**src/rtl/edge_bbox.sv**
```systemverilog
// Edge bounding box: accumulates the min/max column and row of edge pixels
// over one in_vs-delimited frame. It publishes the box, the edge count and a
// validity flag once per completed frame, with a one-cycle frame_done pulse.
module edge_bbox #(
    parameter logic [10:0] IMG_HDISP = 11'd1280,
    parameter logic [10:0] IMG_VDISP = 11'd720,
    parameter logic [20:0] MIN_EDGES = 21'd64
) (
    input  logic        clk,
    input  logic        rst_n,
    input  logic        EN,
    input  logic        in_vs,
    input  logic        in_de,
    input  logic        in_bit,
    output logic [10:0] x_min,
    output logic [10:0] x_max,
    output logic [10:0] y_min,
    output logic [10:0] y_max,
    output logic [20:0] edge_count,
    output logic        box_valid,
    output logic        frame_done
);

    typedef enum logic {IDLE, ACTIVE} state_t;

    localparam logic [10:0] COORD_ONES = '1;
    localparam logic [20:0] COUNT_MAX  = '1;

    state_t      state, state_nxt;
    logic        vs_d, de_d;
    logic [10:0] hcnt, vcnt;
    logic [20:0] count;
    logic [10:0] acc_xmin, acc_xmax, acc_ymin, acc_ymax;

    logic vs_fall, vs_rise, de_fall;
    logic start_frame, close_frame, run, pix_ok;

    assign vs_fall = vs_d & ~in_vs;
    assign vs_rise = ~vs_d & in_vs;
    assign de_fall = de_d & ~in_de;

    // Delay sync and data-enable by one cycle for edge detection.
    // NOTE: clocked blocks use non-blocking assignments so every register samples pre-edge values.
    always_ff @(posedge clk or negedge rst_n) begin
        if (!rst_n) begin
            vs_d <= 1'b0;
            de_d <= 1'b0;
        end else begin
            vs_d <= in_vs;
            de_d <= in_de;
        end
    end

    // FSM state register.
    always_ff @(posedge clk or negedge rst_n) begin
        if (!rst_n) state <= IDLE;
        else        state <= state_nxt;
    end

    // Next state plus the frame start/close/run strobes for the datapath.
    // NOTE: every output of this block gets a default first so no path can infer a latch.
    always_comb begin
        state_nxt   = state;
        start_frame = 1'b0;
        close_frame = 1'b0;
        run         = 1'b0;
        case (state)
            IDLE: begin
                if (vs_fall && EN) begin
                    state_nxt   = ACTIVE;
                    start_frame = 1'b1;
                end
            end
            ACTIVE: begin
                if (!EN) begin
                    // Aborted frame: leave quietly, results untouched.
                    state_nxt = IDLE;
                end else if (vs_rise) begin
                    state_nxt   = IDLE;
                    close_frame = 1'b1;
                end else begin
                    run = 1'b1;
                end
            end
            default: state_nxt = IDLE;
        endcase
    end

    // A pixel counts only inside the active window; the closing cycle is excluded via run.
    assign pix_ok = run && in_de && in_bit && !in_vs &&
                    (hcnt < IMG_HDISP) && (vcnt < IMG_VDISP);

    // Position counters, edge count and box accumulators for the frame in progress.
    always_ff @(posedge clk or negedge rst_n) begin
        if (!rst_n) begin
            hcnt     <= '0;
            vcnt     <= '0;
            count    <= '0;
            acc_xmin <= COORD_ONES;
            acc_xmax <= '0;
            acc_ymin <= COORD_ONES;
            acc_ymax <= '0;
        end else if (start_frame) begin
            hcnt     <= '0;
            vcnt     <= '0;
            count    <= '0;
            acc_xmin <= COORD_ONES;
            acc_xmax <= '0;
            acc_ymin <= COORD_ONES;
            acc_ymax <= '0;
        end else if (run) begin
            if (in_de) begin
                if (hcnt < IMG_HDISP) hcnt <= hcnt + 11'd1;
            end else if (de_fall) begin
                hcnt <= '0;
                if (vcnt < IMG_VDISP) vcnt <= vcnt + 11'd1;
            end
            if (pix_ok) begin
                if (hcnt < acc_xmin) acc_xmin <= hcnt;
                if (hcnt > acc_xmax) acc_xmax <= hcnt;
                if (vcnt < acc_ymin) acc_ymin <= vcnt;
                if (vcnt > acc_ymax) acc_ymax <= vcnt;
                if (count != COUNT_MAX) count <= count + 21'd1;
            end
        end
    end

    // Publish results on frame close; they hold until the next completed frame.
    always_ff @(posedge clk or negedge rst_n) begin
        if (!rst_n) begin
            x_min      <= '0;
            x_max      <= '0;
            y_min      <= '0;
            y_max      <= '0;
            edge_count <= '0;
            box_valid  <= 1'b0;
            frame_done <= 1'b0;
        end else begin
            frame_done <= 1'b0;
            if (close_frame) begin
                frame_done <= 1'b1;
                edge_count <= count;
                if (count >= MIN_EDGES) begin
                    x_min     <= acc_xmin;
                    x_max     <= acc_xmax;
                    y_min     <= acc_ymin;
                    y_max     <= acc_ymax;
                    box_valid <= 1'b1;
                end else begin
                    x_min     <= '0;
                    x_max     <= '0;
                    y_min     <= '0;
                    y_max     <= '0;
                    box_valid <= 1'b0;
                end
            end
        end
    end

endmodule

```
**config.mk**
```make
export PLATFORM = sky130hd
export DESIGN_NAME = edge_bbox
export DESIGN_NICKNAME = d
export VERILOG_FILES = /design/src/rtl/edge_bbox.sv
export SDC_FILE = /design/constraint.sdc
export NUM_CORES = 1
export LEC_CHECK = 0
export BUFFER_PORTS_ARGS = -buffer_cell sky130_fd_sc_hd__buf_2
export CORE_ASPECT_RATIO = 1.75
export CORE_UTILIZATION = 46
export DETAILED_ROUTE_END_ITERATION = 7
export GPL_TIMING_DRIVEN = 1
export PLACE_DENSITY = 0.69
export REMOVE_ABC_BUFFERS = 1
export SLEW_MARGIN = 20
export SYNTH_ARGS = -nofsm -noshare
export SYNTH_HDL_FRONTEND = slang
export SYNTH_SLANG_ARGS = --single-unit
```
**constraint.sdc**
```tcl
create_clock -name clk -period 3 [get_ports clk]
set_input_delay 0.6 -clock clk [delete_from_list [all_inputs] [get_ports clk]]
set_output_delay 0.6 -clock clk [all_outputs]
set_load 0.02 [all_outputs]
```
== After elaboration in Yosys (flattened, before gate mapping) ==
Cells that the tools add are included.
Cells by class
  $lt $le $gt $ge: 7
  equality and inequality tests: 3
  reduce and logical (&&, ||, !) cells: 24
  mux-type cells: 45
  bitwise operators: 7
  $add $sub $neg: 3
Operator list (count)
  $mux 11: 30
  $mux 21: 4
  $add 11x1->11 const B: 2
  $gt 11x11->1: 2
  $lt 11x11->1: 2
  $add 21x1->21 const B: 1
  $ge 21x7->1 const B: 1
  $ne 21x21->1 const B: 1
  $reduce_and 3->1: 6
  $reduce_bool 2->1: 9
  $lt 11x10->1 const B: 1
  $lt 11x11->1 const B: 1
  $mux 1: 10
  $logic_and 1x1->1: 6
  $not 1->1: 4
  $reduce_and 4->1: 1
  $and 1x1->1: 3
  $ne 3x1->1 const B: 1
  $reduce_bool 3->1: 1
  $ne 2x1->1 const B: 1
  $pmux 1 s2: 1
  $logic_not 1->1: 1
Word-level totals
  word-level logic and storage cells: 106
  flip-flop bits (word level): 157
  output and inout port bits: 67

== Logic depth before layout (Yosys ltp) ==
Gate-level depths: netlist of run 1.
  depth in word-level cells: 13
  gate-level depth with buffers: 8
  gate-level depth less buffers: 7

== Worst setup path before layout of run 1 ==
No wires, ideal clock.
  kind: register to register
  start: register acc_xmin[8]
  end: register acc_xmin[0]
  setup time: 0.092 ns
  slack: 0.884 ns
  clock period less this slack: 2.116 ns
  arrival time: 2.024 ns
  cell stages (with the launch flop): 9
  path buffers: 1
  cell sequence: dfstp_2 -> inv_1 -> ha_1 -> a211oi_1 -> nor2_1 -> or4_1 -> buf_2 -> nor4_1 -> o21ai_1
On the way
  cells in the longest elaborated chain, start to end: 3
Ends and longest elaborated chain
  from (decl): line 33  | logic [10:0] acc_xmin, acc_xmax, acc_ymin, acc_ymax;
  from (signal assigned): line 119  | if (hcnt < acc_xmin) acc_xmin <= hcnt;
  $lt 11x11->1: line 119
  $reduce_bool 2->1 (no line)
  $reduce_and 3->1 (no line)
No other way between the ends.
A chain may end at the register's enable or synchronous reset.

== Worst setup path after layout of run 1 ==
  start: register vcnt[4]
  end: register acc_ymax[1]
On the way
  cells in the longest elaborated chain, start to end: 4
  elaborated cells on any way between the ends: 6
  classes of those cells: 2 x order compare; 4 x reduce/logical
Ends and longest elaborated chain
  from (decl): line 31  | logic [10:0] hcnt, vcnt;
  from (signal assigned): line 116  | if (vcnt < IMG_VDISP) vcnt <= vcnt + 11'd1;
  $lt 11x10->1: line 91  | (hcnt < IMG_HDISP) && (vcnt < IMG_VDISP);
  $logic_and 1x1->1: line 91
  $reduce_bool 2->1 (no line)
  $reduce_and 3->1 (no line) (*)
  to (signal assigned): line 122  | if (vcnt > acc_ymax) acc_ymax <= vcnt;
  to (decl): line 33
Mark *: on every way between the ends. The rest lies on a longest branch, timed or not.

==> key figures, run 1 <==
Worst setup path
  • Reg-to-reg slack, setup: 0.43 ns
  • Setup crit end kind: register
  • Crit path capture: acc_ymax[1]
  • CP startpoint: vcnt[4]
  • Worst r2r src: vcnt[4]
  • Crit path required time: 3.31 ns
  • Worst reg2reg path depth: 6
  • Crit path DAT: 2.88 ns
  • CP max FO: 11
  • CP Class: reg2reg
  • Setup crit start kind: register
  • R2r endpoint: acc_ymax[1]

Detailed routing
  • DR vias: 6285
  • Wire per inst: 18.7 um
  • Initial DRC count: 258
  • Vias per cell: 5.73
  • Drt pass-1 iters: 5
  • DR DRC count: 0
  • Routed WL: 20.5 mm
  • Final antenna-violating net count: 0

Layout
  • Fin nets: 908
  • Finished Layout Cells: 1096
  • FF+latch area: 3960 um2
  • Fill cells: 1605
  • Area of the multi-input gates: 3590 um2
  • Area growth from synthesis to layout: 16.4%
  • Layout cell share with drive strength beyond 1: 0.204
  • Top flop regs: count (21), edge_count (21)
  • Diode count: 0

Pwr
  • Tot Pwr: 5.28 mW
  • Internal Power: 3.77 mW
  • Switching Fraction: 0.287
  • Worst vdd ir: 0.000351 V
  • Sequential share of power: 0.457
  • Cell Pwr Density: 573 nW/um2
  • Lkg Pwr: 4.70 nW
  • P_sw: 1.52 mW
  • Combinational share of power: 0.147
  • Clk pwr share: 0.397

Synthesis
  • Async SR Flop Fraction: 1.00
  • Post-synth EDFFs: 0
  • Synth Flop Type: dfrtp_1
  • Most common cell in the synthesized netlist: dfrtp_1
  • Seq/Total Area, Yosys: 0.499
  • Syn avg cell area: 10.2 um2
  • Top cell type's share of synthesized area: 0.426
  • Synth cell types: 65
  • Cell count after synthesis: 778
  • Main area contributors after synthesis: dfrtp_1, dfstp_2, ha_1, a22o_1, nand2_1
  • Synth area leader: dfrtp_1
  • Commonest cells in the netlist: dfrtp_1, nand2_1, inv_1
  • Post-synthesis cell area: 7920 um2
  • Synth warn: 0
  • #FFs+latches synth: 157

Clocking
  • Post-CTS Resized: 0
  • CTS tree: done
  • Max H-tree Level: 4
  • Clock Latency Late Sink: 0.43 ns
  • Clk sink count: 157
  • Post-CTS Hold Buffers: 0
  • Total CTS buffers: 17
  • Clock Tree Buf Depth: 2
  • Post-CTS Setup Bufs: 0
  • CTS Root Cell: clkbuf_16
  • Clock-pin slew on the worst setup and hold paths: 0.07 ns

Floorplan
  • # IOs: 73
  • Starting Density: 0.470
  • Core Region: 16900 um2
  • Row cnt: 63
  • Width of the die: 101 um
  • Die area: 17800 um2
  • Chip height: 176 um

STA
  • Final hold vios: 0
  • Fmax: 389 MHz
  • Setup Viol. Count Final: 0
  • Worst setup margin: 0.431 ns
  • Layout Skew: 0.0113 ns
  • Slew HR: 0.311
  • Setup TNS: 0 ns
  • Final period util: 0.856
  • Final min period: 2.57 ns
  • Worst-margin pin slew: 1.03 ns
  • RSZ-0062 raised after global routing: no
  • Slew Limit Fails: 0

Job
  • Maxcap violations: 0

Global route
  • Remaining global-route overflow: 0
  • Wire length of the first global-routing pass: 32.8 mm
  • Total GRT Usage: 0.245
  • Initial antenna violation count: 0
  • Largest net degree at the start of global routing: 61
  • Vias in the first global route: 6461

Place
  • IO Port Bufs: 72
  • Pre-CTS setup slack: 0.431 ns
  • Placed Cells: 1064
  • Routability congestion estimate: 0.915
  • DPL Wire Length: 14.8 mm

Min path
  • Hold Crit Class: in2async

Status
  • Status: finished, final reports clean
[power groups by stage]
stage / sequential [mW] / combinational [mW] / clock, mW
floorplan: 2.51 / 0.375 / 0
global placement: 2.44 / 0.770 / 0
detailed placement: 2.45 / 0.782 / 0
CTS: 2.41 / 0.786 / 2.14
global route: 2.43 / 0.862 / 2.23
finish: 2.41 / 0.775 / 2.10
[cell type report]
type,instances,share of cell area
flip-flops and latches,157,0.429
inverters,63,0.0257
repair buffers,100,0.0626
well taps,227,0.0308
multi-input cells,517,0.389
clock inverters,14,0.0148
clock buffers,18,0.0476
[cell families after synthesis]
family,Yosys count,share of synthesized area
multiplexers,34,0.0444
buffers and inverters,104,0.0539
AND/OR/NAND/NOR,258,0.169
AO/OA/AOI/OAI,174,0.155
adder cells (fa/ha/maj),47,0.0739
XOR/XNOR,4,0.00442
flip-flops,157,0.499
[placed cells by master, fill, tap and decap left out, types with 3 or more instances in the layout]
| master | synthesis | layout |
|---|---|---|
| or3_1 | 9 | 9 |
| o31ai_1 | 5 | 5 |
| a31oi_1 | 20 | 19 |
| nor2b_1 | 5 | 5 |
| buf_4 | 3 | 28 |
| nand2_1 | 97 | 97 |
| inv_1 | 63 | 63 |
| o21a_1 | 3 | 3 |
| clkbuf_16 | 0 | 17 |
| ha_1 | 46 | 46 |
| or4_1 | 7 | 7 |
| nor2_1 | 31 | 31 |
| o21ai_1 | 13 | 13 |
| clkinv_4 | 0 | 5 |
| a22o_1 | 45 | 45 |
| o211ai_1 | 6 | 6 |
| nor3_1 | 11 | 11 |
| o21ai_0 | 28 | 28 |
| mux2i_1 | 25 | 25 |
| and3_1 | 7 | 7 |
| dfstp_2 | 22 | 22 |
| mux2_2 | 4 | 4 |
| a21oi_1 | 25 | 25 |
| a221o_1 | 5 | 5 |
| mux2_1 | 5 | 5 |
| nand2b_1 | 6 | 6 |
| a211oi_1 | 3 | 3 |
| dfrtp_1 | 135 | 135 |
| buf_2 | 8 | 71 |
| xnor2_1 | 4 | 4 |
| nand4_1 | 22 | 22 |
| a21o_1 | 7 | 7 |
| inv_6 | 0 | 3 |
| nand3_1 | 22 | 22 |
| nor4_1 | 21 | 21 |
| and2_1 | 3 | 3 |
[per-stage QoR]
stage	cell area, um2	util	hold slack, ns
after floorplan	7730	-	0.304
after CTS	9220	0.547	0.147
final	9220	0.547	0.133
after global routing	9220	0.547	0.160
after detailed placement	8640	0.512	0.458
after global placement	8640	0.512	0.453
[per-layer routing]
metal  track usage  up-vias  share of wire
met2         0.457      160           0.56
met4         0.144        0          0.046
met5             0        -              0
li1              -     2966              -
met3        0.0358       53          0.029
met1         0.251     3106           0.36
[worst max-delay path: stages (launching register included)]
cell and delay (ns):
dfrtp_1 0.48, ha_1 0.35, a21o_1 0.16, nand3_1 0.09, a21oi_1 0.08, o311ai_2 0.88
mux2_2 0.41
[worst min path at each step]
stage	start	to	slack (ns)	cells after the start
2_1_floorplan	rst_n	acc_xmax[0]	0.30	0
6_report	rst_n	count[4]	0.13	1
4_1_cts	rst_n	edge_count[4]	0.15	1
3_3_place_gp	edge_count[2]	edge_count[2]	0.45	2
5_1_grt	rst_n	edge_count[9]	0.16	1
3_5_place_dp	edge_count[17]	edge_count[17]	0.46	2
No activity file was read; power rests on OpenSTA's default activity.
==> run 2, diff against run 1 <==
==> constraint.sdc (replaced) <==
create_clock -name clk -period 3.2 [get_ports clk]
set_input_delay 0.64 -clock clk [delete_from_list [all_inputs] [get_ports clk]]
set_output_delay 0.64 -clock clk [all_outputs]
set_load 0.02 [all_outputs]
==> run 2 against run 1 <==
Compared with the run above: clock-buffer cell count grew 3; via count decreased by 1.2%; final area hardly changed; combinational power shrank 9.8%; clock power barely moved; sequential cell count did not move; core utilization up 0.052 points; critical path depth did not move; sequential share of layout area about the same; register-to-register slack improved by 0.11 ns; sequential power fell by 5%; critical endpoint unchanged.
==> key figures, run 2 (same netlist as run 1, synthesis figures left out) <==
STA
  • Layout Skew: 0.0163 ns (+0.00505 ns)
  • Final hold vios: 0 (unchanged)
  • Setup TNS: 0 ns (unchanged)
  • Worst-margin pin slew: 1.12 ns (+0.0877 ns)
  • Fmax: 377 MHz (-3.3%)
  • Slew HR: 0.253 (-0.0586)
  • Setup Viol. Count Final: 0 (unchanged)
  • Final period util: 0.830 (-0.0263)
  • Slew Limit Fails: 0 (unchanged)
  • Final min period: 2.66 ns (+0.0869 ns)
  • RSZ-0062 raised after global routing: no

Pwr
  • Combinational share of power: 0.137 (-0.010)
  • P_sw: 1.39 mW (-8.4%)
  • Tot Pwr: 5.11 mW (-3.4%)
  • Worst vdd ir: 0.000321 V (-8.6%)
  • Clk pwr share: 0.417 (+0.020)
  • Lkg Pwr: 4.69 nW (-0.24%)
  • Internal Power: 3.72 mW (-1.4%)
  • Switching Fraction: 0.272 (-0.0148)
  • Cell Pwr Density: 553 nW/um2 (-3.5%)
  • Sequential share of power: 0.446 (-0.011)

Detailed routing
  • Vias per cell: 5.70 (-0.54%)
  • DR DRC count: 0 (unchanged)
  • Initial DRC count: 266 (+3.1%)
  • Final antenna-violating net count: 0 (unchanged)
  • Wire per inst: 18.3 um (-2.3%)
  • DR vias: 6211 (-1.2%)
  • Routed WL: 19.9 mm (-2.9%)
  • Drt pass-1 iters: 5 (unchanged)

Layout
  • Fill cells: 1596 (-0.56%)
  • Commonest cells after routing, fill and taps aside: dfrtp_1, nand2_1, buf_2
  • Layout cell share with drive strength beyond 1: 0.196 (-0.00763)
  • Final Core Density: 0.547 (about the same)
  • Finished Layout Cells: 1089 (-0.64%)
  • Area growth from synthesis to layout: 16.5% (about the same)
  • Commonest non-fill, non-tap cell in the layout: dfrtp_1
  • Fin nets: 901 (-0.77%)
  • Diode count: 0 (unchanged)
  • Post-route cell area: 9230 um2 (about the same)
  • Top flop regs: count (21), edge_count (21)

Floorplan
  • Starting Density: 0.470 (unchanged)
  • Core Region: 16900 um2 (unchanged)
  • Width of the die: 101 um (unchanged)
  • # IOs: 73 (unchanged)
  • Chip height: 176 um (unchanged)
  • Row cnt: 63 (unchanged)
  • Die area: 17800 um2 (unchanged)

Clocking
  • CTS tree: done
  • CTS Root Cell: clkbuf_16
  • Post-CTS Hold Buffers: 0 (unchanged)
  • Clock-pin slew on the worst setup and hold paths: 0.06 ns (about the same)
  • Clk sink count: 157 (unchanged)
  • Clock Tree Buf Depth: 2 (unchanged)
  • Max H-tree Level: 4 (unchanged)
  • Total CTS buffers: 17 (unchanged)
  • Post-CTS Resized: 0 (unchanged)
  • Clock Latency Late Sink: 0.43 ns (about the same)
  • Post-CTS Setup Bufs: 0 (unchanged)

Place
  • Routability congestion estimate: 0.890 (-2.7%)
  • IO Port Bufs: 72 (unchanged)
  • Placed cell area: 8600 um2 (-0.46%)
  • Placed Cells: 1057 (-0.66%)
  • DPL Wire Length: 14.3 mm (-3.2%)

Worst setup path
  • CP max FO: 11 (unchanged)
  • Crit path DAT: 2.95 ns (+0.07 ns)
  • Worst r2r src: vcnt[2]
  • CP Class: reg2reg
  • Crit path required time: 3.50 ns (+0.19 ns)
  • Crit path capture: acc_ymax[1]
  • Worst reg2reg path depth: 6 (unchanged)
  • R2r endpoint: acc_ymax[1]
  • Setup crit end kind: register
  • Setup crit start kind: register
  • CP startpoint: vcnt[2]
  • Reg-to-reg slack, setup: 0.54 ns (+0.11 ns)

Job
  • Maxcap violations: 0 (unchanged)

Status
  • Status: finished, final reports clean

Global route
  • Wire length of the first global-routing pass: 32.3 mm (-1.5%)
  • Vias in the first global route: 6256 (-3.2%)
  • Remaining global-route overflow: 0 (unchanged)
  • Largest net degree at the start of global routing: 69 (+13%)
  • Total GRT Usage: 0.240 (-0.00491)
  • Initial antenna violation count: 0 (unchanged)

Min path
  • Hold Crit Class: in2async
[run 2: changes by cell type in the layout (fill, tap and decap cells not counted), sizes merged]
cell,previous run,this run
clkbuf,18,21
buf,100,93
bufinv,1,3
clkinv,7,2
[run 2: worst min path at each step]
stage	slack, ns	cells after the start	to
after floorplan	0.34	0	acc_xmax[0]
after global placement	0.45	2	edge_count[2]
after detailed placement	0.46	2	edge_count[8]
after CTS	0.23	1	count[9]
after global routing	0.27	1	edge_count[9]
final	0.22	1	edge_count[9]
[run 2: cell type report]
| type | count | area [um2] | share of cell area |
|---|---|---|---|
| inverters | 63 | 236 | 0.0256 |
| clock inverters | 11 | 154 | 0.0167 |
| repair buffers | 93 | 537 | 0.0582 |
| well taps | 227 | 284 | 0.0308 |
| flip-flops and latches | 157 | 3960 | 0.429 |
| clock buffers | 21 | 470 | 0.0510 |
| multi-input cells | 517 | 3590 | 0.389 |
[run 2: worst max-delay path, stage by stage, from the launching register on]
cell,delay (ns)
dfrtp_1,0.46
ha_1,0.37
a21oi_1,0.13
o21ai_0,0.11
o2bb2ai_1,0.14
o311ai_2,0.91
mux2_2,0.42
[run 2: per-layer routing]
layer / vias up / track usage / wire length (um)
li1: 2966 / - / -
met1: 3031 / 0.258 / 7540
met2: 153 / 0.440 / 11000
met3: 61 / 0.0398 / 575
met4: 0 / 0.123 / 789
met5: - / 0 / 0
[run 2: power groups by stage]
stage	registers [mW]	clock network [mW]	logic, mW
4_1_cts	2.28	2.17	0.707
2_1_floorplan	2.35	0	0.352
5_1_grt	2.29	2.24	0.779
3_3_place_gp	2.31	0	0.685
3_5_place_dp	2.31	0	0.700
6_report	2.28	2.13	0.699
[run 2: stage by stage]
step                      setup WS [ns]  hold slack (ns)
after floorplan                   -1.70            0.344
after global routing              0.453            0.270
final                             0.544            0.216
after global placement            0.651            0.452
after CTS                         0.558            0.233
after detailed placement          0.601            0.458
